<file path="src/rtl/mem_arbiter_if.sv">
// Bus bundle for mem_arbiter: icache fill port, core data port and memory port.
//   slave  : arbiter view (drives ready/rdata toward requesters, mem_* toward memory)
//   master : environment view (requesters and memory)
//   ic_*   : line-fill request, per-beat fill data, beat index and last flag
//   dm_*   : single-word read/write request and completion
//   mem_*  : shared memory port, one mem_ready pulse per beat
interface mem_arbiter_if #(
    parameter int unsigned LINE_WORDS = 4
);
    localparam int unsigned BW = $clog2(LINE_WORDS);

    logic          ic_req;
    logic [31:0]   ic_addr;
    logic [31:0]   ic_rdata;
    logic          ic_ready;
    logic [BW-1:0] ic_beat;
    logic          ic_last;

    logic          dm_req;
    logic          dm_we;
    logic [31:0]   dm_addr;
    logic [31:0]   dm_wdata;
    logic [3:0]    dm_wstrb;
    logic [31:0]   dm_rdata;
    logic          dm_ready;

    logic          mem_req;
    logic [31:0]   mem_addr;
    logic          mem_we;
    logic [31:0]   mem_wdata;
    logic [3:0]    mem_wstrb;
    logic [31:0]   mem_rdata;
    logic          mem_ready;

    modport slave (
        input  ic_req, ic_addr,
        output ic_rdata, ic_ready, ic_beat, ic_last,
        input  dm_req, dm_we, dm_addr, dm_wdata, dm_wstrb,
        output dm_rdata, dm_ready,
        output mem_req, mem_addr, mem_we, mem_wdata, mem_wstrb,
        input  mem_rdata, mem_ready
    );

    modport master (
        output ic_req, ic_addr,
        input  ic_rdata, ic_ready, ic_beat, ic_last,
        output dm_req, dm_we, dm_addr, dm_wdata, dm_wstrb,
        input  dm_rdata, dm_ready,
        input  mem_req, mem_addr, mem_we, mem_wdata, mem_wstrb,
        output mem_rdata, mem_ready
    );
endinterface

</file>
<file path="src/rtl/mem_arbiter.sv">
// Shares one memory port between icache line fills (LINE_WORDS-beat bursts) and the
// core data port (single-word read/write). Alternating priority on contention.
//   clk, rst_n : clock, asynchronous active-low reset
//   bus        : mem_arbiter_if.slave (ic_*, dm_*, mem_* signal groups)
// mem_* outputs are registered; ready/rdata/beat/last toward requesters are combinational.
module mem_arbiter #(
    parameter int unsigned LINE_WORDS = 4
) (
    input  logic          clk,
    input  logic          rst_n,
    mem_arbiter_if.slave  bus
);
    localparam int unsigned BW = $clog2(LINE_WORDS);

    typedef enum logic [1:0] {
        IDLE    = 2'd0,
        IC_FILL = 2'd1,
        DM_XFER = 2'd2
    } state_e;

    typedef enum logic {
        GRANT_DM = 1'b0,
        GRANT_IC = 1'b1
    } grant_e;

    state_e        state_q, state_d;
    grant_e        last_grant_q, last_grant_d;
    logic [BW-1:0] beat_q, beat_d;
    logic          mem_req_q, mem_req_d;
    logic [31:0]   mem_addr_q, mem_addr_d;
    logic          mem_we_q, mem_we_d;
    logic [31:0]   mem_wdata_q, mem_wdata_d;
    logic [3:0]    mem_wstrb_q, mem_wstrb_d;

    logic          grant_ic;
    logic          grant_dm;
    logic          beat_done;
    logic          last_beat;

    // Byte offsets and in-line word offset of requester addresses are not used.
    logic          unused_addr_bits;
    assign unused_addr_bits = ^{bus.ic_addr[BW+1:0], bus.dm_addr[1:0]};

    // On contention, the side that was not served last wins.
    assign grant_ic  = bus.ic_req && (!bus.dm_req || (last_grant_q == GRANT_DM));
    assign grant_dm  = bus.dm_req && !grant_ic;
    // mem_ready only counts while a request is outstanding.
    assign beat_done = mem_req_q && bus.mem_ready;
    assign last_beat = (beat_q == BW'(LINE_WORDS - 1));

    // Next-state and registered memory-port control.
    always_comb begin
        state_d      = state_q;
        last_grant_d = last_grant_q;
        beat_d       = beat_q;
        mem_req_d    = mem_req_q;
        mem_addr_d   = mem_addr_q;
        mem_we_d     = mem_we_q;
        mem_wdata_d  = mem_wdata_q;
        mem_wstrb_d  = mem_wstrb_q;

        case (state_q)
            IDLE: begin
                if (grant_ic) begin
                    state_d     = IC_FILL;
                    beat_d      = '0;
                    mem_req_d   = 1'b1;
                    mem_addr_d  = {bus.ic_addr[31:BW+2], BW'(0), 2'b00};
                    mem_we_d    = 1'b0;
                    mem_wstrb_d = 4'b0000;
                end else if (grant_dm) begin
                    state_d     = DM_XFER;
                    mem_req_d   = 1'b1;
                    mem_addr_d  = {bus.dm_addr[31:2], 2'b00};
                    mem_we_d    = bus.dm_we;
                    mem_wdata_d = bus.dm_wdata;
                    mem_wstrb_d = bus.dm_we ? bus.dm_wstrb : 4'b0000;
                end
            end
            IC_FILL: begin
                if (beat_done) begin
                    if (last_beat) begin
                        state_d      = IDLE;
                        beat_d       = '0;
                        mem_req_d    = 1'b0;
                        last_grant_d = GRANT_IC;
                    end else begin
                        // Next beat issues back-to-back within the latched line.
                        beat_d     = BW'(beat_q + 1'b1);
                        mem_addr_d = {mem_addr_q[31:BW+2], BW'(beat_q + 1'b1), 2'b00};
                    end
                end
            end
            DM_XFER: begin
                if (beat_done) begin
                    state_d      = IDLE;
                    mem_req_d    = 1'b0;
                    mem_we_d     = 1'b0;
                    mem_wstrb_d  = 4'b0000;
                    last_grant_d = GRANT_DM;
                end
            end
            default: begin
                state_d   = IDLE;
                mem_req_d = 1'b0;
            end
        endcase
    end

    // State and memory-port registers.
    always_ff @(posedge clk or negedge rst_n) begin
        if (!rst_n) begin
            state_q      <= IDLE;
            last_grant_q <= GRANT_DM;
            beat_q       <= '0;
            mem_req_q    <= 1'b0;
            mem_addr_q   <= '0;
            mem_we_q     <= 1'b0;
            mem_wdata_q  <= '0;
            mem_wstrb_q  <= '0;
        end else begin
            state_q      <= state_d;
            last_grant_q <= last_grant_d;
            beat_q       <= beat_d;
            mem_req_q    <= mem_req_d;
            mem_addr_q   <= mem_addr_d;
            mem_we_q     <= mem_we_d;
            mem_wdata_q  <= mem_wdata_d;
            mem_wstrb_q  <= mem_wstrb_d;
        end
    end

    assign bus.mem_req   = mem_req_q;
    assign bus.mem_addr  = mem_addr_q;
    assign bus.mem_we    = mem_we_q;
    assign bus.mem_wdata = mem_wdata_q;
    assign bus.mem_wstrb = mem_wstrb_q;

    // Completion paths toward requesters; rdata is shared and only meaningful with ready.
    assign bus.ic_ready  = (state_q == IC_FILL) && beat_done;
    assign bus.ic_last   = (state_q == IC_FILL) && beat_done && last_beat;
    assign bus.ic_beat   = beat_q;
    assign bus.ic_rdata  = bus.mem_rdata;
    assign bus.dm_ready  = (state_q == DM_XFER) && beat_done;
    assign bus.dm_rdata  = bus.mem_rdata;

endmodule

</file>
<file path="src/flat_wrapper.sv">
// flat-port wrapper written by rule: the top's interface ports become plain ports
module mem_arbiter_flat 
#(
    parameter int unsigned LINE_WORDS = 4
)
  (clk, rst_n, bus_ic_req, bus_ic_addr, bus_ic_rdata, bus_ic_ready, bus_ic_beat, bus_ic_last, bus_dm_req, bus_dm_we, bus_dm_addr, bus_dm_wdata, bus_dm_wstrb, bus_dm_rdata, bus_dm_ready, bus_mem_req, bus_mem_addr, bus_mem_we, bus_mem_wdata, bus_mem_wstrb, bus_mem_rdata, bus_mem_ready);
  mem_arbiter_if #(.LINE_WORDS(LINE_WORDS)) bus_i ();
  input  logic clk;
  input  logic rst_n;
  input wire logic [$bits(bus_i.ic_req)-1:0] bus_ic_req;
  input wire logic [$bits(bus_i.ic_addr)-1:0] bus_ic_addr;
  output wire logic [$bits(bus_i.ic_rdata)-1:0] bus_ic_rdata;
  output wire logic [$bits(bus_i.ic_ready)-1:0] bus_ic_ready;
  output wire logic [$bits(bus_i.ic_beat)-1:0] bus_ic_beat;
  output wire logic [$bits(bus_i.ic_last)-1:0] bus_ic_last;
  input wire logic [$bits(bus_i.dm_req)-1:0] bus_dm_req;
  input wire logic [$bits(bus_i.dm_we)-1:0] bus_dm_we;
  input wire logic [$bits(bus_i.dm_addr)-1:0] bus_dm_addr;
  input wire logic [$bits(bus_i.dm_wdata)-1:0] bus_dm_wdata;
  input wire logic [$bits(bus_i.dm_wstrb)-1:0] bus_dm_wstrb;
  output wire logic [$bits(bus_i.dm_rdata)-1:0] bus_dm_rdata;
  output wire logic [$bits(bus_i.dm_ready)-1:0] bus_dm_ready;
  output wire logic [$bits(bus_i.mem_req)-1:0] bus_mem_req;
  output wire logic [$bits(bus_i.mem_addr)-1:0] bus_mem_addr;
  output wire logic [$bits(bus_i.mem_we)-1:0] bus_mem_we;
  output wire logic [$bits(bus_i.mem_wdata)-1:0] bus_mem_wdata;
  output wire logic [$bits(bus_i.mem_wstrb)-1:0] bus_mem_wstrb;
  input wire logic [$bits(bus_i.mem_rdata)-1:0] bus_mem_rdata;
  input wire logic [$bits(bus_i.mem_ready)-1:0] bus_mem_ready;
  assign bus_i.ic_req = bus_ic_req;
  assign bus_i.ic_addr = bus_ic_addr;
  assign bus_ic_rdata = bus_i.ic_rdata;
  assign bus_ic_ready = bus_i.ic_ready;
  assign bus_ic_beat = bus_i.ic_beat;
  assign bus_ic_last = bus_i.ic_last;
  assign bus_i.dm_req = bus_dm_req;
  assign bus_i.dm_we = bus_dm_we;
  assign bus_i.dm_addr = bus_dm_addr;
  assign bus_i.dm_wdata = bus_dm_wdata;
  assign bus_i.dm_wstrb = bus_dm_wstrb;
  assign bus_dm_rdata = bus_i.dm_rdata;
  assign bus_dm_ready = bus_i.dm_ready;
  assign bus_mem_req = bus_i.mem_req;
  assign bus_mem_addr = bus_i.mem_addr;
  assign bus_mem_we = bus_i.mem_we;
  assign bus_mem_wdata = bus_i.mem_wdata;
  assign bus_mem_wstrb = bus_i.mem_wstrb;
  assign bus_i.mem_rdata = bus_mem_rdata;
  assign bus_i.mem_ready = bus_mem_ready;
  mem_arbiter #(.LINE_WORDS(LINE_WORDS)) u_core (.clk(clk), .rst_n(rst_n), .bus(bus_i));
endmodule
</file>
<file path="config.mk">
export PLATFORM = sky130hd
export DESIGN_NAME = mem_arbiter_flat
export DESIGN_NICKNAME = d
export VERILOG_FILES = /design/src/rtl/mem_arbiter_if.sv /design/src/rtl/mem_arbiter.sv /design/src/flat_wrapper.sv
export SDC_FILE = /design/constraint.sdc
export NUM_CORES = 1
export LEC_CHECK = 0
export ABC_AREA = 1
export ABC_CLOCK_PERIOD_IN_PS = 1600
export BUFFER_PORTS_ARGS = -buffer_cell sky130_fd_sc_hd__buf_4
export CAP_MARGIN = 20
export CORE_ASPECT_RATIO = 0.75
export CORE_MARGIN = 2
export CORE_UTILIZATION = 33
export CTS_BUF_LIST = sky130_fd_sc_hd__clkbuf_4
export CTS_CLUSTER_DIAMETER = 50
export CTS_CLUSTER_SIZE = 12
export DETAILED_ROUTE_END_ITERATION = 16
export PLACE_DENSITY = 0.68
export SETUP_SLACK_MARGIN = 0.15
export SYNTH_ARGS = -nofsm -noshare
export SYNTH_HDL_FRONTEND = slang
export SYNTH_SLANG_ARGS = --single-unit
</file>
<file path="constraint.sdc">
create_clock -name clk -period 1.6 [get_ports clk]
set_clock_uncertainty 0.15 [all_clocks]
set_input_delay 0.16 -clock clk [delete_from_list [all_inputs] [get_ports clk]]
set_output_delay 0.16 -clock clk [all_outputs]
set_load 0.02 [all_outputs]
</file>
==> impl_metrics.toml <==
[outcome]
status = "finished, violations left"
violations = "negative setup slack"

[critical_path]
crit_slowest_cell = "dfrtp_2"
rr_worst_depth = 7
cp_cell_sequence = "nor2_4 > nand2_2 > inv_2 > buf_6"
rr_startpoint = "u_core.state_q[1]$_DFFE_PN0P_"
endpoint_kind = "output pin"
timing.rr.end = "u_core.bus.mem_wdata[10]$_DFFE_PN0P_"
path_delay_family = "flip-flops"
arrival_ns = 1.33
critPathBufInv = 2
worstSetupPathType = "reg -> out"
startpoint = "u_core.state_q[1]$_DFFE_PN0P_"
critPathMaxFanout = 4
crit_path_start_kind = "flip-flop"
max_stage_delay_ns = 0.49
r2r_slack_ns = -0.02
required_ns = 1.29

[placed_design]
place_congestion = 0.796
dpl_worst_slack_ns = 0.0672
port_buffers = 172
dp.final_hpwl_mm = 6.79

[floorplan]
fp.coreArea_mm2 = 0.0115
ioPinCount = 277
die-area_mm2 = 0.0127
die_h_um = 98.0
initial_utilization = 0.337
die_w_um = 129
num_rows = 34

[synthesis]
synth-xor-area-share = 0
synthCells = 473
ys.warnings.count = 0
ys_seq_area_frac = 0.470
synth-seq-cells = 73
syn_avg_cell_area_um2 = 8.22
synthAdderAreaFrac = 0.00322
synth_mux_area_frac = 0
synth_compound_area_frac = 0.111
synth-simple-area-share = 0.183
synth_area_mm2 = 0.00389
synth_top_family_by_area = "buffers and inverters"
synth_cell_types = 21

[routing]
vias = 4034
firstDrtPassIters = 4
drc = 0
viasPerCell = 4.53
detail_route.wl_per_cell_um = 16.6
wirelength_mm = 14.7
ant_nets = 0
drt_iter0_drc = 157

[timing]
setup_tns_ns = -0.204
worst_slack_ns = -0.0400
report.final.slew_viol_count = 0
setup_viol = 16
clock.fmax_mhz = 610
rsz0062_at_grt = "yes"
period_minus_slack_ns = 1.64
hold_viol = 0
period_share = 1.02
whs_ns = 0.0228

[cells_and_area]
final_nets = 863
syn2layout_area_growth_pct = 81.8
final_common_cell = "buf_4"
multi_input_comb_area_mm2 = 0.00158
nFillCells = 897
drive_gt1_frac = 0.464
final_cell_mix = "buf_4 (187), dlygate4sd3_1 (98), nand2_1 (97)"
regArea_mm2 = 0.00183
antenna_cells = 0

[worst_hold_path]
hp-start = "bus_mem_ready"
hp-class = "in -> reg"
hold_path_depth = 5
worstHoldEndpoint = "u_core.bus.ic_beat[1]$_DFFE_PN0P_"

[global_route]
grt_pass1_vias = 4015
antenna_found_initial = 0
grt_pass1_wl_mm = 19.4
grt_use_total = 0.195
gr-total-overflow = 0
grt_start_max_net_pins = 74

[cts]
cts_buffer_depth = 2
hold_buffers = 98
cts.sinks = 73
htree_levels = 3
root_buffer = "clkbuf_4"
path_clk_slew_ns = 0.12
cts_tree = "done"
clock_latency_ns = 0.41
numCtsBuffers = 9

[power]
peakVddDrop_uv = 1030
power.leakage_nw = 3.70
p_total_mw = 10.9
p_per_area_mw_per_mm2 = 1540

[job]
drv_cap = 0
## synthesized netlist by cell type
cell      instances  share of area
nand3_1          11          0.014
nor2_1            5         0.0048
buf_6             8          0.023
nand2_2           1         0.0016
nor2_2            2         0.0032
nand4_1           5         0.0080
inv_1            64          0.062
clkbuf_1          1        0.00096
ha_1              1         0.0032
o21ai_0          18          0.023
dfrtp_1          73           0.47
or2_2             1         0.0016
inv_2             3         0.0029
buf_4            69           0.13
conb_1            1        0.00096
nand2_1         149           0.14
buf_2             8          0.010
o211ai_1         25          0.048
o21ai_1          23          0.030
nor2_4            2         0.0058
o211ai_2          3         0.0097
## cells by family (layout without fill, tap and decap cells)
family	after synthesis	in the layout
other	1	2
and+or+nand+nor	176	178
DFF	73	73
AOI/OAI and AO/OA	69	69
buffers and inverters	153	406
adders and majority gates	1	1
## per-layer routing
metal / vias up / GRT usage / wire (µm)
li1: 1910 / - / -
met1: 1919 / 0.222 / 6040
met2: 182 / 0.346 / 7590
met3: 23 / 0.0542 / 909
met4: 0 / 0.0727 / 210
met5: - / 0 / 0
## flip-flops by register name, indices dropped and copies added (netlist names)
| signal | cells |
|---|---|
| u_core.bus.ic_beat | 2 |
| u_core.bus.mem_addr | 30 |
| u_core.bus.mem_req | 1 |
| u_core.bus.mem_wdata | 32 |
| u_core.bus.mem_we | 1 |
| u_core.bus.mem_wstrb | 4 |
| u_core.last_grant_q | 1 |
| u_core.state_q | 2 |
## layout make-up
class	instances	share of cell area
timing repair inverter	3	0.00602
clock inverter	7	0.0120
inverter	67	0.0381
multi-input combinational	250	0.223
clock buffer	9	0.00956
timing repair buffer	320	0.424
sequential	73	0.259
tap	162	0.0287
## through the flow
step / util / instance area (µm²) / std cells
2_1_floorplan: - / 3890 / 474
3_3_place_gp: 0.419 / 4830 / 727
3_5_place_dp: 0.419 / 4830 / 727
4_1_cts: 0.545 / 6280 / 862
5_1_grt: 0.613 / 7070 / 891
6_report: 0.613 / 7070 / 891
## tightest hold or removal path, cell delays in order
cell and delay [ns]:
buf_4 0.12, nand2_4 0.08, inv_1 0.06, nand4_1 0.07, nand2_1 0.06
## worst max-delay path by stage
stage,endpoint,slack (ns),depth (start not counted)
after floorplan,u_core.bus.mem_wstrb[0]$_DFFE_PN0P_,0.15,5
after global placement,u_core.bus.mem_addr[6]$_DFFE_PN0P_,0.12,6
after detailed placement,u_core.bus.mem_addr[7]$_DFFE_PN0P_,0.07,6
after CTS,bus_ic_last,-0.08,4
after global routing,bus_ic_ready,-0.13,4
final,bus_ic_ready,-0.04,4
## where the power goes
group | switching (mW) | internal (mW) | leakage (nW)
combinational | 3.24 | 3.01 | 2.71
sequential | 0.662 | 2.66 | 0.912
clock | 0.665 | 0.619 | 0.0824
## repair_timing
| action | 4_1_cts | 5_1_grt |
|---|---|---|
| gates cloned | 4 | 12 |
| setup endpoints to repair | 36 | 77 |
| pin swaps | 31 | 19 |
| resized for setup | 32 | 141 |
| buffers inserted | 17 | 17 |
| hold endpoints to repair | 142 | 1 |
No activity file was read; power rests on OpenSTA's default activity.
